--- src/rtl/wave_gen_pkg.sv ---
//------------------------------------------------------------------------------
// wave_gen_pkg : shape encodings and field widths shared by the wave generator
// Revision     : 1.0
//------------------------------------------------------------------------------
`default_nettype none

package wave_gen_pkg;

  localparam int MODE_W = 2;

  typedef enum logic [MODE_W-1:0] {
    MODE_TRI  = 2'd0,
    MODE_SAW  = 2'd1,
    MODE_SQR  = 2'd2,
    MODE_MUTE = 2'd3
  } mode_e;

endpackage

`default_nettype wire

--- src/rtl/wave_gen_shaper.sv ---
//------------------------------------------------------------------------------
// wave_gen_shaper : combinational phase -> signed sample (TRI/SAW/SQR/MUTE),
//                   followed by an arithmetic right-shift attenuator
// Revision        : 1.0
//------------------------------------------------------------------------------
`default_nettype none

module wave_gen_shaper
  import wave_gen_pkg::*;
#(
  parameter int W  = 10,
  parameter int PW = 6,
  parameter int AW = $clog2(W)
) (
  input  logic [PW-1:0]       phase,
  input  mode_e               mode,
  input  logic [AW-1:0]       att,
  output logic signed [W-1:0] sample
);

  localparam int             TSH    = W + 1 - PW;
  localparam logic [PW-2:0]  QTR    = {1'b1, {(PW-2){1'b0}}};
  localparam logic [W-2:0]   FS_MAG = '1;

  logic [1:0]          quad;
  logic [PW-3:0]       q;
  logic [PW-2:0]       tri_m;
  logic [W-2:0]        tri_mag;
  logic signed [W-1:0] tri_s;
  logic signed [W-1:0] saw_s;
  logic signed [W-1:0] sqr_s;
  logic signed [W-1:0] raw;

  always_comb begin
    quad  = phase[PW-1:PW-2];
    q     = phase[PW-3:0];
    tri_m = quad[0] ? (QTR - {1'b0, q}) : {1'b0, q};
    // m == Q is the only magnitude whose shift reaches 2^(W-1); clamp it to FS
    tri_mag = tri_m[PW-2] ? FS_MAG : {tri_m[PW-3:0], {TSH{1'b0}}};
    tri_s   = quad[1] ? -$signed({1'b0, tri_mag}) : $signed({1'b0, tri_mag});

    // flipping the phase MSB yields (phase - N/2) as a PW-bit two's complement
    saw_s = $signed(W'({~phase[PW-1], phase[PW-2:0]}) << (W - PW));
    sqr_s = phase[PW-1] ? -$signed({1'b0, FS_MAG}) : $signed({1'b0, FS_MAG});

    case (mode)
      MODE_TRI: raw = tri_s;
      MODE_SAW: raw = saw_s;
      MODE_SQR: raw = sqr_s;
      default:  raw = '0;
    endcase

    sample = raw >>> att;
  end

endmodule

`default_nettype wire

--- src/rtl/wave_gen.sv ---
//------------------------------------------------------------------------------
// wave_gen : phase-accumulating waveform generator with period-aligned config
//            latch, registered attenuated sample and start-of-period sync
// Revision : 1.0
//------------------------------------------------------------------------------
`default_nettype none

module wave_gen
  import wave_gen_pkg::*;
#(
  parameter int W  = 10,
  parameter int PW = 6
) (
  input  logic                   clk,
  input  logic                   rst_n,
  input  logic                   ce,
  input  logic                   restart,
  input  logic [MODE_W-1:0]      mode,
  input  logic [$clog2(W)-1:0]   att,
  output logic signed [W-1:0]    wave,
  output logic [PW-1:0]          phase,
  output logic                   sync
);

  localparam int            AW   = $clog2(W);
  localparam logic [PW-1:0] LAST = '1;

  generate
    if (W < PW || PW < 3) begin : g_param_check
      $error("wave_gen: requires W >= PW and PW >= 3");
    end
  endgenerate

  mode_e               act_mode;
  logic [AW-1:0]       act_att;
  logic signed [W-1:0] sample;
  logic                load;
  logic                sync_pend;

  // config is only taken at a period boundary, so a period never changes shape
  assign load = restart || (ce && (phase == LAST));

  wave_gen_shaper #(
    .W  (W),
    .PW (PW),
    .AW (AW)
  ) u_shaper (
    .phase  (phase),
    .mode   (act_mode),
    .att    (act_att),
    .sample (sample)
  );

  always_ff @(posedge clk) begin
    if (!rst_n) begin
      phase     <= '0;
      act_mode  <= MODE_TRI;
      act_att   <= '0;
      wave      <= '0;
      sync_pend <= 1'b0;
      sync      <= 1'b0;
    end else begin
      if (restart) begin
        phase <= '0;
      end else if (ce) begin
        phase <= phase + 1'b1;
      end
      if (load) begin
        act_mode <= mode_e'(mode);
        act_att  <= att;
      end
      wave      <= sample;
      // phase reaches 0 one clock before wave carries its sample
      sync_pend <= load;
      sync      <= sync_pend;
    end
  end

endmodule

`default_nettype wire

--- config.mk ---
export PLATFORM = sky130hd
export DESIGN_NAME = wave_gen
export DESIGN_NICKNAME = d
export VERILOG_FILES = /design/src/rtl/wave_gen_pkg.sv /design/src/rtl/wave_gen_shaper.sv /design/src/rtl/wave_gen.sv
export SDC_FILE = /design/constraint.sdc
export NUM_CORES = 1
export LEC_CHECK = 0
export CORE_ASPECT_RATIO = 0.75
export CORE_MARGIN = 2
export CORE_UTILIZATION = 55
export CTS_CLUSTER_SIZE = 14
export DETAILED_ROUTE_END_ITERATION = 8
export PLACE_DENSITY = 0.82
export SLEW_MARGIN = 10
export SYNTH_ARGS = -nofsm -noshare
export SYNTH_HDL_FRONTEND = slang
export SYNTH_SLANG_ARGS = --single-unit
--- constraint.sdc ---
create_clock -name clk -period 3.7 [get_ports clk]
set_input_delay 0.74 -clock clk [delete_from_list [all_inputs] [get_ports clk]]
set_output_delay 0.74 -clock clk [all_outputs]
set_load 0.05 [all_outputs]
==> out/summary.txt <==
number of nets in the layout - 226
cell total after placement - 245
CTS root buffer - clkbuf_8
Via density - 6.365
Area growth, synth to finish - 18.28%
DR WL/cell - 16.03 um
Worst EP arrival - 2880 ps
Congestion Overflow GR - 0
Slew HR - 0.6296
first-pass GRT wire length - 6610 um
post-route insts no fill - 249
DR iter-0 viols - 180
vias in the first global route - 1417
CP startpoint - phase[0]$_SDFFE_PP0P_
CTS Sinks - 24
max-slew violations - 0
count of final hold-check violations - 0
Register Area - 480.5 um2
area of the multi-input gates - 0.001023 mm2
worst setup path class - reg2reg
worst-path maximum fanout - 12
Worst-Margin Slew - 554.9 ps
Setup TNS - 0 ps
final wirelength - 3992 um
CP Capture Point - wave[2]$_SDFF_PN0_
setup bufs post-CTS - 0
Worst Hold Class - reg2reg
main combinational cell family by area after synthesis - simple AND/OR/NAND/NOR gates
flops & latches, synth - 24
unrepaired setup endpoints after global routing - no
CTS Buf Count - 3
worst reg2reg path endpoint - wave[2]$_SDFF_PN0_
Worst path depth - 8
first drt pass iteration count - 5
Clock Skews - 1.626 ps
IO Pins - 27
leakage power - 0.7011 nW
Syn Nets - 208
power density over cell area - 336.2 mW/mm2
total number of vias - 1585
DRC - 0
met2 routed WL - 1714 um
Crit path buffers/inverters - 1
die area - 0.003391 mm2
VDD IR-drop max - 0.0002544 V
synthesized area per cell - 8.241 um2
GRT Total Usage - 0.2515
die extent in y - 50.93 um
post-cts gate resize count - 0
critical path cell sequence - inv_1 > ha_1 > or2b_1 > xnor2_1 > o41a_1 > a22o_1 > nand2_1 > o41ai_1
core area - 0.002703 mm2
pin count of the biggest net entering global routing - 15
htree depth - 1
EDFF count, synth - 0
met1 WL - 1737 um
final clock period utilization by the worst path - 0.7383
yosys warns - 0
Hold-fix buffers, CTS - 0
WP data required - 3850 ps
Synth Instances - 196
# setup viols final - 0
worst-skew pair later-pin latency - 260 ps
Synth Cell Area - 0.001615 mm2
flop2flop setup slack - 970 ps
Routed Antenna Nets - 0
port bufs - 26
Slowest-stage cell, CP - dfxtp_1
chip width - 66.58 um
CTS tree - built
Post-synth top flop - dfxtp_1
Simple-Gate Fraction of Synth Area - 0.2696
initial antenna violation count - 0
r2r worst-path depth - 8
asr flop ratio synth - 0
CP Launch Type - flip-flop
max incr delay on CP - 590 ps
Antenna Cells - 0
commonest non-fill, non-tap cell in the layout - nor2_1
Synth Area in Adders - 0.01549
crit path time final - 2732 ps
starting density of the core - 0.5977
Filler Cell Count - 207
max layer used - met4
Top delay family on crit path - compound AO/OA/AOI/OAI gates
xor and xnor fraction of the mapped netlist area - 0.02711
Worst-path clk slew - 80 ps
fmax - 366.1 MHz
layout cell share with drive strength beyond 1 - 0.1221
WL met3 - 424 um
max-cap viol count - 0
Synth Area in Compound Gates - 0.2634
GPL Wtd Cong - 1.016
Clock Path Buffers - 2
status - finished clean
post-synthesis mux area share - 0.05809
R2R Path Start - phase[0]$_SDFFE_PP0P_
# rows - 16
most frequent cells in the layout - nor2_1 (29), clkdlybuf4s50_1 (26), dfxtp_1 (24), nand2_1 (15), a21oi_1 (10)
Setup crit end kind - flip-flop
Netlist cell types - 61
Seq/Total Area, Yosys - 0.2974
DP HPWL - 2947 um
==> power breakdown <==
group | switching [mW] | internal, mW | total [mW]
Clock | 0.0802 | 0.145 | 0.225
Combinational | 0.0807 | 0.0528 | 0.133
Sequential | 0.0144 | 0.270 | 0.284
==> kinds of logic after synthesis <==
family / after synthesis
DFF: 24
adders and majority gates: 2
xor gates and xnor gates: 5
buffers and inverters: 21
AOI/OAI and AO/OA: 54
muxes: 9
and+or+nand+nor: 81
==> metrics by stage <==
step / utilization / hold WS (ps) / setup slack [ps] / power, mW / area (um2)
2_1_floorplan: - / 411.8 / 1078 / 0.3808 / 1615
3_3_place_gp: 0.6806 / 417.2 / 1164 / 0.4157 / 1839
3_5_place_dp: 0.6806 / 437.1 / 1039 / 0.4199 / 1839
4_1_cts: 0.7069 / 460.2 / 1014 / 0.6434 / 1911
5_1_grt: 0.7069 / 489.0 / 802.8 / 0.6705 / 1911
6_report: 0.7069 / 453.0 / 968.1 / 0.6424 / 1911
==> worst min path at each step <==
stage / endpoint / startpoint / depth (start not counted) / slack, ps
4_1_cts: sync$_SDFF_PN0_ / sync_pend$_SDFF_PN0_ / 1 / 460
2_1_floorplan: sync$_SDFF_PN0_ / sync_pend$_SDFF_PN0_ / 1 / 410
3_5_place_dp: sync$_SDFF_PN0_ / sync_pend$_SDFF_PN0_ / 1 / 440
5_1_grt: sync$_SDFF_PN0_ / sync_pend$_SDFF_PN0_ / 1 / 490
3_3_place_gp: sync$_SDFF_PN0_ / sync_pend$_SDFF_PN0_ / 1 / 420
6_report: sync$_SDFF_PN0_ / sync_pend$_SDFF_PN0_ / 1 / 450
==> cell type report <==
cell class | count | share of cell area
multi-input combinational | 151 | 0.5357
sequential | 24 | 0.2515
timing repair buffer | 26 | 0.1362
tap | 36 | 0.02358
clock buffer | 3 | 0.02161
clock inverter | 1 | 0.01572
inverter | 8 | 0.01572
==> per-layer routing <==
layer,vias up,GRT usage
met2,101,0.3833
met4,0,0.05782
met1,710,0.3565
li1,749,-
met5,-,0
met3,25,0.06388
==> state kept, by name, indices dropped and copies added, names as in the netlist <==
name	cells
wave	10
phase	6
act_att	4
act_mode	2
sync	1
sync_pend	1
==> cell usage after synthesis, types with 2 or more instances <==
cell	number	area, um2
a21o_1	2	15.01
a21oi_1	10	50.05
a22oi_1	3	22.52
a31o_2	2	17.52
a31oi_1	3	18.77
a41oi_1	2	17.52
and2_1	3	18.77
and4bb_2	2	25.02
buf_2	2	10.01
buf_6	4	45.04
clkbuf_1	7	26.28
dfxtp_1	24	480.5
ha_1	2	25.02
inv_1	8	30.03
mux2_2	3	33.78
mux2i_1	6	60.06
nand2_1	15	56.30
nand2b_1	5	31.28
nand3_1	3	15.01
nand4_1	3	18.77
nor2_1	29	108.9
nor2b_1	3	18.77
nor3_1	3	15.01
nor3b_1	2	15.01
o211ai_1	2	15.01
o21ai_0	7	35.03
o41ai_1	2	17.52
o41ai_2	2	32.53
or2_2	2	12.51
xnor2_1	4	35.03
(Power assumes the default switching activity.)
